<file path="src/rtl/alu_arbiter_if.sv">
// alu_arbiter_if: request, response and shared-ALU signals of the two-port ALU arbiter
interface alu_arbiter_if;
  logic        req0_valid, req0_ready, req1_valid, req1_ready;
  logic [31:0] req0_a, req0_b, req1_a, req1_b;
  logic [4:0]  req0_shamt, req0_op, req1_shamt, req1_op;
  logic        rsp0_valid, rsp0_ready, rsp1_valid, rsp1_ready;
  logic [31:0] rsp0_result, rsp1_result;
  logic [31:0] alu_a, alu_b, alu_result;
  logic [4:0]  alu_shamt, alu_op;
  modport slave (
    input  req0_valid, req0_a, req0_b, req0_shamt, req0_op,
    input  req1_valid, req1_a, req1_b, req1_shamt, req1_op,
    input  rsp0_ready, rsp1_ready, alu_result,
    output req0_ready, req1_ready, rsp0_valid, rsp0_result, rsp1_valid, rsp1_result,
    output alu_a, alu_b, alu_shamt, alu_op
  );
  modport master (
    output req0_valid, req0_a, req0_b, req0_shamt, req0_op,
    output req1_valid, req1_a, req1_b, req1_shamt, req1_op,
    output rsp0_ready, rsp1_ready, alu_result,
    input  req0_ready, req1_ready, rsp0_valid, rsp0_result, rsp1_valid, rsp1_result,
    input  alu_a, alu_b, alu_shamt, alu_op
  );
endinterface

</file>
<file path="src/rtl/alu_arbiter.sv">
// alu_arbiter: round-robin sharing of one combinational ALU between two requesters with registered responses
module alu_arbiter #(
  parameter logic [4:0] IDLE_OP    = 5'd0,
  parameter int         FIRST_PORT = 0
) (
  input logic clk,
  input logic reset,
  alu_arbiter_if.slave bus
);
  logic last_grant, elig0, elig1, p0, p1, g0, g1;
  assign elig0 = bus.req0_valid && (!bus.rsp0_valid || bus.rsp0_ready);
  assign elig1 = bus.req1_valid && (!bus.rsp1_valid || bus.rsp1_ready);
  assign p0 = elig0 && (!elig1 || last_grant);
  assign p1 = elig1 && (!elig0 || !last_grant);
  // outputs see reset-gated grants; the flops are held by reset anyway
  assign g0 = p0 && !reset;
  assign g1 = p1 && !reset;
  assign bus.req0_ready = g0;
  assign bus.req1_ready = g1;
  assign bus.alu_a     = g0 ? bus.req0_a     : g1 ? bus.req1_a     : '0;
  assign bus.alu_b     = g0 ? bus.req0_b     : g1 ? bus.req1_b     : '0;
  assign bus.alu_shamt = g0 ? bus.req0_shamt : g1 ? bus.req1_shamt : '0;
  assign bus.alu_op    = g0 ? bus.req0_op    : g1 ? bus.req1_op    : IDLE_OP;
  always_ff @(posedge clk or posedge reset)
    if (reset) begin
      bus.rsp0_valid  <= 1'b0;
      bus.rsp1_valid  <= 1'b0;
      bus.rsp0_result <= '0;
      bus.rsp1_result <= '0;
      last_grant      <= (FIRST_PORT == 0);
    end else begin
      if (p0) begin
        bus.rsp0_result <= bus.alu_result;
        bus.rsp0_valid  <= 1'b1;
      end else if (bus.rsp0_ready) bus.rsp0_valid <= 1'b0;
      if (p1) begin
        bus.rsp1_result <= bus.alu_result;
        bus.rsp1_valid  <= 1'b1;
      end else if (bus.rsp1_ready) bus.rsp1_valid <= 1'b0;
      if (p0 || p1) last_grant <= p1;
    end
endmodule

</file>
<file path="src/flat_wrapper.sv">
// flat-port wrapper written by rule: the top's interface ports become plain ports
module alu_arbiter_flat 
#(
  parameter logic [4:0] IDLE_OP    = 5'd0,
  parameter int         FIRST_PORT = 0
)
  (clk, reset, bus_req0_valid, bus_req0_a, bus_req0_b, bus_req0_shamt, bus_req0_op, bus_req1_valid, bus_req1_a, bus_req1_b, bus_req1_shamt, bus_req1_op, bus_rsp0_ready, bus_rsp1_ready, bus_alu_result, bus_req0_ready, bus_req1_ready, bus_rsp0_valid, bus_rsp0_result, bus_rsp1_valid, bus_rsp1_result, bus_alu_a, bus_alu_b, bus_alu_shamt, bus_alu_op);
  alu_arbiter_if bus_i ();
  input logic clk;
  input logic reset;
  input wire logic [$bits(bus_i.req0_valid)-1:0] bus_req0_valid;
  input wire logic [$bits(bus_i.req0_a)-1:0] bus_req0_a;
  input wire logic [$bits(bus_i.req0_b)-1:0] bus_req0_b;
  input wire logic [$bits(bus_i.req0_shamt)-1:0] bus_req0_shamt;
  input wire logic [$bits(bus_i.req0_op)-1:0] bus_req0_op;
  input wire logic [$bits(bus_i.req1_valid)-1:0] bus_req1_valid;
  input wire logic [$bits(bus_i.req1_a)-1:0] bus_req1_a;
  input wire logic [$bits(bus_i.req1_b)-1:0] bus_req1_b;
  input wire logic [$bits(bus_i.req1_shamt)-1:0] bus_req1_shamt;
  input wire logic [$bits(bus_i.req1_op)-1:0] bus_req1_op;
  input wire logic [$bits(bus_i.rsp0_ready)-1:0] bus_rsp0_ready;
  input wire logic [$bits(bus_i.rsp1_ready)-1:0] bus_rsp1_ready;
  input wire logic [$bits(bus_i.alu_result)-1:0] bus_alu_result;
  output wire logic [$bits(bus_i.req0_ready)-1:0] bus_req0_ready;
  output wire logic [$bits(bus_i.req1_ready)-1:0] bus_req1_ready;
  output wire logic [$bits(bus_i.rsp0_valid)-1:0] bus_rsp0_valid;
  output wire logic [$bits(bus_i.rsp0_result)-1:0] bus_rsp0_result;
  output wire logic [$bits(bus_i.rsp1_valid)-1:0] bus_rsp1_valid;
  output wire logic [$bits(bus_i.rsp1_result)-1:0] bus_rsp1_result;
  output wire logic [$bits(bus_i.alu_a)-1:0] bus_alu_a;
  output wire logic [$bits(bus_i.alu_b)-1:0] bus_alu_b;
  output wire logic [$bits(bus_i.alu_shamt)-1:0] bus_alu_shamt;
  output wire logic [$bits(bus_i.alu_op)-1:0] bus_alu_op;
  assign bus_i.req0_valid = bus_req0_valid;
  assign bus_i.req0_a = bus_req0_a;
  assign bus_i.req0_b = bus_req0_b;
  assign bus_i.req0_shamt = bus_req0_shamt;
  assign bus_i.req0_op = bus_req0_op;
  assign bus_i.req1_valid = bus_req1_valid;
  assign bus_i.req1_a = bus_req1_a;
  assign bus_i.req1_b = bus_req1_b;
  assign bus_i.req1_shamt = bus_req1_shamt;
  assign bus_i.req1_op = bus_req1_op;
  assign bus_i.rsp0_ready = bus_rsp0_ready;
  assign bus_i.rsp1_ready = bus_rsp1_ready;
  assign bus_i.alu_result = bus_alu_result;
  assign bus_req0_ready = bus_i.req0_ready;
  assign bus_req1_ready = bus_i.req1_ready;
  assign bus_rsp0_valid = bus_i.rsp0_valid;
  assign bus_rsp0_result = bus_i.rsp0_result;
  assign bus_rsp1_valid = bus_i.rsp1_valid;
  assign bus_rsp1_result = bus_i.rsp1_result;
  assign bus_alu_a = bus_i.alu_a;
  assign bus_alu_b = bus_i.alu_b;
  assign bus_alu_shamt = bus_i.alu_shamt;
  assign bus_alu_op = bus_i.alu_op;
  alu_arbiter #(.IDLE_OP(IDLE_OP), .FIRST_PORT(FIRST_PORT)) u_core (.clk(clk), .reset(reset), .bus(bus_i));
endmodule
</file>
<file path="config.mk">
export PLATFORM = sky130hd
export DESIGN_NAME = alu_arbiter_flat
export DESIGN_NICKNAME = d
export VERILOG_FILES = /design/src/rtl/alu_arbiter_if.sv /design/src/rtl/alu_arbiter.sv /design/src/flat_wrapper.sv
export SDC_FILE = /design/constraint.sdc
export NUM_CORES = 1
export LEC_CHECK = 0
export ABC_AREA = 1
export CORE_AREA = 3 3 126 128
export CTS_CLUSTER_DIAMETER = 120
export DETAILED_ROUTE_END_ITERATION = 16
export DIE_AREA = 0 0 129 131
export HOLD_SLACK_MARGIN = 0.1
export PLACE_DENSITY = 0.71
export SLEW_MARGIN = 20
export SYNTH_ARGS = -nofsm -noshare
export SYNTH_HDL_FRONTEND = slang
export SYNTH_SLANG_ARGS = --single-unit
</file>
<file path="constraint.sdc">
create_clock -name clk -period 2.1 [get_ports clk]
set_input_delay 0.21 -clock clk [delete_from_list [all_inputs] [get_ports clk]]
set_output_delay 0.21 -clock clk [all_outputs]
set_load 0.03 [all_outputs]
</file>
Word-level counts from Yosys, hierarchy flattened
Cells that the tools add are included.

cells by class
  multiplexer cells = 12
  reductions and logical operators = 19

operator list
  operator            count
  2-to-1 mux 32 bit   4
  2-to-1 mux 5 bit    4
  logical AND 1 bit   6
  zero test 1 bit     6
  logical OR 1 bit    5
  2-to-1 mux 1 bit    4
  nonzero test 2 bit  2

word-level totals
  bits in registers = 67
  input bits = 186
  output and inout port bits = 142
  word-level logic and storage cells = 36

Depth between registers and ports, before layout
Gate-level depths: netlist of run 1.

  depth in word-level cells = 9
  gate-level depth with buffers = 8
  mapped depth without buffers = 6

Worst setup path after synthesis of run 1
OpenSTA, ideal clock, no wires.

  path type = input-to-output
  from = input port reset
  to = output port bus_alu_a[22]
  data arrival time = 1841 ps
  required time = 1890 ps
  path slack = 49 ps
  stages = 5
  buffers on the path = 2
  cells stage by stage = clkinv_1 buf_2 buf_2 nand4_1 nand2_1

on the way
  word-level cells in the longest chain between the ends = 4
  elaborated cells between the ends (all ways) = 5
  those cells by class = 2 x mux; 3 x reduce/logical

ends and longest elaborated chain
  what                 line                                  source
  start: declaration   flat_wrapper.sv:10                    input logic reset;
  zero test 1 bit *    alu_arbiter.sv:16, alu_arbiter.sv:17
  logical AND 1 bit    alu_arbiter.sv:17                     assign g1 = p1 && !reset;
  2-to-1 mux 32 bit    alu_arbiter.sv:20                     assign bus.alu_a = g0 ? bus.req0_a : g1 ? bus.req1_a : '0;
  2-to-1 mux 32 bit *  alu_arbiter.sv:20
  end: declaration     flat_wrapper.sv:30                    output wire logic [$bits(bus_i.alu_a)-1:0] bus_alu_a;

Mark *: on every way between the ends. The rest lies on a longest branch, timed or not.

Final worst setup path of run 1
  from = register u_core.last_grant
  to = output port bus_req0_ready

on the way
  word-level cells in the longest chain between the ends = 3

ends and longest elaborated chain
  what                      line                source
  start: declaration        alu_arbiter.sv:10   logic last_grant, elig0, elig1, p0, p1, g0, g1;
  start signal: assignment  alu_arbiter.sv:30   last_grant <= (FIRST_PORT == 0);
  start signal: assignment  alu_arbiter.sv:40   if (p0 || p1) last_grant <= p1;
  logical OR 1 bit          alu_arbiter.sv:13   assign p0 = elig0 && (!elig1 || last_grant);
  logical AND 1 bit         alu_arbiter.sv:13
  logical AND 1 bit         alu_arbiter.sv:16   assign g0 = p0 && !reset;
  end: declaration          flat_wrapper.sv:24  output wire logic [$bits(bus_i.req0_ready)-1:0] bus_req0_ready;

Every way passes these cells.

==> results.cfg, run 1 <==
[logic_synthesis]
synth_edf_count = 0
synth_nets = 716
netlist_top_cells_area = dfrtp_1 41%, nand4_1 23%, nand2_1 13%
yosysSeqAreaShare_pct = 41.3
synth_common_cells = 148 x nand4_1, 144 x nand2_1, 66 x dfrtp_1
netlist.area_leader.share_pct = 40.6
ys_types = 18
netlist_instances = 530
synthArstFlopShare_pct = 100
yosysMostFrequentCell = nand4_1
synth_warnings = 0
synth-seq-cells = 67
synth.avg_cell_area_um2 = 7.67
synth_ff_type = dfrtp_1
syn-cell-area_mm2 = 0.00406
yosysTopAreaCell = dfrtp_1

[power_and_ir_drop]
powerDensity_mw_per_mm2 = 768
ir_worst_vdd_uv = 632
p_leak_nw = 3.62
power_mw = 6.01

[place]
dp_hpwl_mm = 13.2
dp_slack_ns = 0.207
port_buffers = 327
gp_congestion = 0.756

[final_layout]
area_growth_pct = 92.8
multi_input_area_mm2 = 0.00189
finalNetCount = 1014
drive_above_1_share_pct = 15.4
diodes = 0
fillCellCount = 1409
seq_area_mm2 = 0.00168

[global_routing]
grt.busiest_layer = met2
grt.met1_usage_pct = 24.2
grt_util_all_layers_pct = 18.8
grt_pass1_wl_mm = 25.2
grt_max_degree = 60
grt_util_met2_pct = 31.3
use_met3_pct = 5.69
antenna_found_initial = 2
overflow = 0
first_global_vias = 4585

[clock_network]
cts_sinks = 67
clockBufferDepth = 2
cts_buffers = 9
htreeDepth = 3
tritoncts = built
clock-root-buffer = clkbuf_16
worstSkewPairLatency_ns = 0.32
clk_pin_slew_worst_paths_ns = 0.05
post_cts_buffers = 0

[floorplanning]
core.rowCount = 45
die-height_um = 131
die_w_um = 129
io_pins = 328
die-area_mm2 = 0.0169
initial_core_util_pct = 27.1
core_area_mm2 = 0.0150

[run]
max-cap-violations = 0

[setup_path]
path_cells = inv_1, nand3_2, buf_12, nand2_2, nor2_1, buf_4
slowest_stage = dfstp_2
slowest_delay_ns = 0.54
critical_path.top_delay_family = flip-flops
cp-start-kind = flip-flop
path_buf_inv = 3
endpoint_kind = output pin
critical_path.max_fanout = 29
crit_arrival_ns = 1.73
reg2reg_slack_ns = 0.49
critPathRequiredTime_ns = 1.89
path_class = reg2out

[timing]
clock.fmax_ghz = 0.516
hold_violations = 0
relSlewSlack_pct = 48.8
fin_crit_ns = 1.94
rsz0062_at_grt = false
setup_tns_ns = 0
worst_slew_pin_slew_ns = 0.767
clock_skew_ns = 0.00699
setup_ws_ns = 0.162
setup_violations = 0
slew_viol_final = 0
period_share_pct = 92.3

[routing]
wl_per_cell_um = 17.4
drc_errors = 0
postRouteAntennaNets = 0
vias_per_cell = 4.91
dr.pass1.iters = 4
drtIter0Drc = 349
routed_wirelength_mm = 17.8
num_vias = 5000

[hold_path]
hold_path.class = in2reg

[status]
outcome = complete, no violations
## layout make-up
| cell class | instances | area share [%] |
|---|---|---|
| multi-input cells | 363 | 24.2 |
| inverters | 38 | 1.88 |
| well taps | 188 | 3.00 |
| clock buffers | 11 | 2.97 |
| flip-flops and latches | 67 | 21.4 |
| repair buffers | 349 | 46.3 |
| clock inverters | 3 | 0.224 |
## registers in the layout, indices dropped and copies added, names as in the netlist
signal and count:
u_core.bus.rsp0_valid 1, u_core.bus.rsp1_valid 1, u_core.last_grant 1, u_core.bus.rsp1_result 32, u_core.bus.rsp0_result 32
## metal layers
metal / part of all wire [%] / up-vias
li1: - / 2472
met1: 41 / 2311
met2: 50 / 194
met3: 8.0 / 19
met4: 0.94 / 4
met5: 0.17 / -
## cell usage in the layout, fill, tap and decap left out
cell / count
a21oi_4: 2
buf_12: 29
buf_4: 68
clkbuf_1: 2
clkbuf_16: 10
clkdlybuf4s50_1: 251
clkinv_2: 2
clkinvlp_4: 1
dfrtp_1: 66
dfstp_2: 1
inv_1: 37
inv_6: 1
nand2_1: 142
nand2_2: 2
nand3_2: 2
nand4_1: 148
nor2_1: 2
o21ai_0: 33
o21ai_1: 22
o21ai_2: 10
## worst min-delay path, delay by kind of cell
family          cells  cell delay [ns]
buf+inv             2             0.45
compound gates      1             0.06
## repair_timing
item | 4_1_cts | 5_1_grt
gates resized for setup | 0 | 0
endpoints found under the setup margin | 0 | 1
hold buffers | 0 | 0
## logic make-up (layout without fill, tap and decap cells)
kind of cell | Yosys count | in the layout | share of synthesized area [%]
simple gates | 296 | 296 | 36.6
buf+inv | 100 | 401 | 12.7
flops | 67 | 67 | 41.3
compound gates | 67 | 67 | 9.36
## stage by stage
step,cell area [um2],utilization [%],hold WS [ns],std cells
final,7830,52.3,0.450,1019
after detailed placement,7560,50.5,0.466,1004
after CTS,7810,52.1,0.441,1018
after global routing,7830,52.3,0.463,1019
after global placement,7560,50.5,0.463,1004
after floorplan,4060,-,0.355,530
## power breakdown
group          switching (mW)  total (mW)  internal (mW)
clock network           0.501        1.28          0.781
logic                    1.69        2.99           1.30
registers               0.162        1.74           1.58
## final timing paths
path	startpoint	depth (start not counted)	end
max in group asynchronous	reset	3	u_core.bus.rsp0_result[17]
min in group asynchronous	reset	3	u_core.bus.rsp1_result[26]
min reg2reg	u_core.bus.rsp0_result[15]	2	u_core.bus.rsp0_result[15]
min	bus_alu_result[8]	3	u_core.bus.rsp0_result[8]
max	u_core.last_grant	6	bus_req0_ready
max reg2reg	u_core.last_grant	7	u_core.bus.rsp0_result[21]
(Power assumes the default switching activity.)
==> run 2, diff against run 1 <==
- PLACE_DENSITY: 0.71 -> 0.8
==> results.cfg, run 2 (synthesis results as in run 1) <==
[timing]
period_share_pct = 95.6
worst_slew_pin_slew_ns = 0.370
fin_crit_ns = 2.01
relSlewSlack_pct = 75.2
rsz0062_at_grt = true
setup_violations = 0
hold_violations = 0
setup_ws_ns = 0.0933
clock_skew_ns = 0.00768
clock.fmax_ghz = 0.498
slew_viol_final = 0

[final_layout]
drive_above_1_share_pct = 16.7
fillCellCount = 1400
finalNetCount = 1023
finalNonFillerCells = 1030
final_cell_mix = 251 x clkdlybuf4s50_1, 148 x nand4_1, 142 x nand2_1
top_regs = u_core.bus.rsp0_result: 32 flops, u_core.bus.rsp1_result: 32 flops
final_core_util_pct = 52.1
diodes = 0
layout_commonest_cell = clkdlybuf4s50_1
multi_input_area_mm2 = 0.00189
seq_area_mm2 = 0.00168
area_growth_pct = 91.8

[power_and_ir_drop]
p_leak_nw = 3.65
p_int_mw = 3.70
swShare_pct = 40.5
clkPwrFrac_pct = 24.3
seqPwrFrac_pct = 28.0
power.switching_mw = 2.52
powerDensity_mw_per_mm2 = 797
power_mw = 6.22
comb_power_share_pct = 47.7
ir_worst_vdd_uv = 472

[setup_path]
startpoint = u_core.last_grant
cp-start-kind = flip-flop
critPathRequiredTime_ns = 1.89
reg2reg_slack_ns = 0.45
critical_path.max_fanout = 25
endpoint_kind = output pin
crit_arrival_ns = 1.80
path_class = reg2out
crit_path_end = bus_alu_a[16]
rr_worst_depth = 7
reg2reg_from = u_core.last_grant
timing.rr.end = u_core.bus.rsp0_result[19]

[clock_network]
clk_pin_slew_worst_paths_ns = 0.07
clock-root-buffer = clkbuf_16
clockBufferDepth = 2
hold_buffers = 0
tritoncts = built
htreeDepth = 3
worstSkewPairLatency_ns = 0.33
cts_buffers = 9
cts_sinks = 67

[floorplanning]
initial_core_util_pct = 27.1
die-height_um = 131
die-area_mm2 = 0.0169
core_area_mm2 = 0.0150
die_w_um = 129
io_pins = 328
core.rowCount = 45

[global_routing]
grt_pass1_wl_mm = 24.3
antenna_found_initial = 0
first_global_vias = 4521
grt_util_all_layers_pct = 18.0
grt_max_degree = 72
overflow = 0

[place]
dp_slack_ns = 0.170
port_buffers = 327
gp_congestion = 0.809
dp.cells = 1014
dp_hpwl_mm = 13.1

[routing]
drtIter0Drc = 305
wl_per_cell_um = 16.7
dr.pass1.iters = 5
num_vias = 5046
routed_wirelength_mm = 17.2
vias_per_cell = 4.90
postRouteAntennaNets = 0
drc_errors = 0

[run]
max-cap-violations = 0

[status]
outcome = complete, no violations

[hold_path]
hold_path.class = in2reg
## run 2: cell types whose count changed in the layout (fill, tap and decap cells not counted), sizes merged
| cell | delta |
|---|---|
| buf | +10 |
| clkbuf | -3 |
| clkinv | -1 |
| clkinvlp | -1 |
| inv | +6 |
## run 2: per-stage QoR
stage,instance area (um2),hold slack (ns),setup TNS [ns]
finish,7800,0.430,0
global route,7800,0.437,-0.0238
CTS,7780,0.416,0
detailed placement,7480,0.467,0
global placement,7480,0.463,0
floorplan,4060,0.355,0
## run 2: routing by layer
metal	vias to the layer above	GRT usage (%)	wire length, um
met1	2286	23.7	7120
met3	27	4.23	1390
met4	0	6.05	365
met2	242	29.1	8300
li1	2491	-	-
met5	-	0	0
## run 2: critical path, stage by stage (launching register included)
cell     delay (ns)
dfstp_2        0.54
inv_1          0.09
nand3_2        0.10
buf_12         0.17
buf_4          0.20
nand4_1        0.09
nand2_1        0.11
buf_4          0.16
## run 2: worst min-delay path by stage
| stage | start | endpoint | slack, ns | depth (start not counted) |
|---|---|---|---|---|
| floorplan | bus_alu_result[0] | u_core.bus.rsp0_result[0] | 0.35 | 2 |
| global placement | u_core.bus.rsp0_result[16] | u_core.bus.rsp0_result[16] | 0.46 | 2 |
| detailed placement | u_core.bus.rsp0_result[18] | u_core.bus.rsp0_result[18] | 0.47 | 2 |
| CTS | bus_alu_result[6] | u_core.bus.rsp0_result[6] | 0.42 | 3 |
| global route | bus_alu_result[6] | u_core.bus.rsp0_result[6] | 0.44 | 3 |
| finish | bus_alu_result[6] | u_core.bus.rsp0_result[6] | 0.43 | 3 |
## run 2: layout make-up
class,count,share of cell area [%]
Sequential cell,67,21.5
Clock buffer,9,2.89
Clock inverter,7,0.979
Timing Repair Buffer,358,45.4
Tap cell,188,3.02
Inverter,38,1.89
Multi-Input combinational cell,363,24.3
## run 2: power by group through the flow
stage | sequential (mW) | clock, mW | combinational, mW
finish | 1.74 | 1.51 | 2.96
global route | 1.78 | 1.60 | 3.14
CTS | 1.74 | 1.55 | 2.98
detailed placement | 1.76 | 0 | 2.97
global placement | 1.75 | 0 | 2.94
floorplan | 2.31 | 0 | 0.976
## run 2: repair_timing
action / CTS / global route
resized for setup: 0 / 3
endpoints found under the setup margin: 0 / 22
buffers inserted: 0 / 0
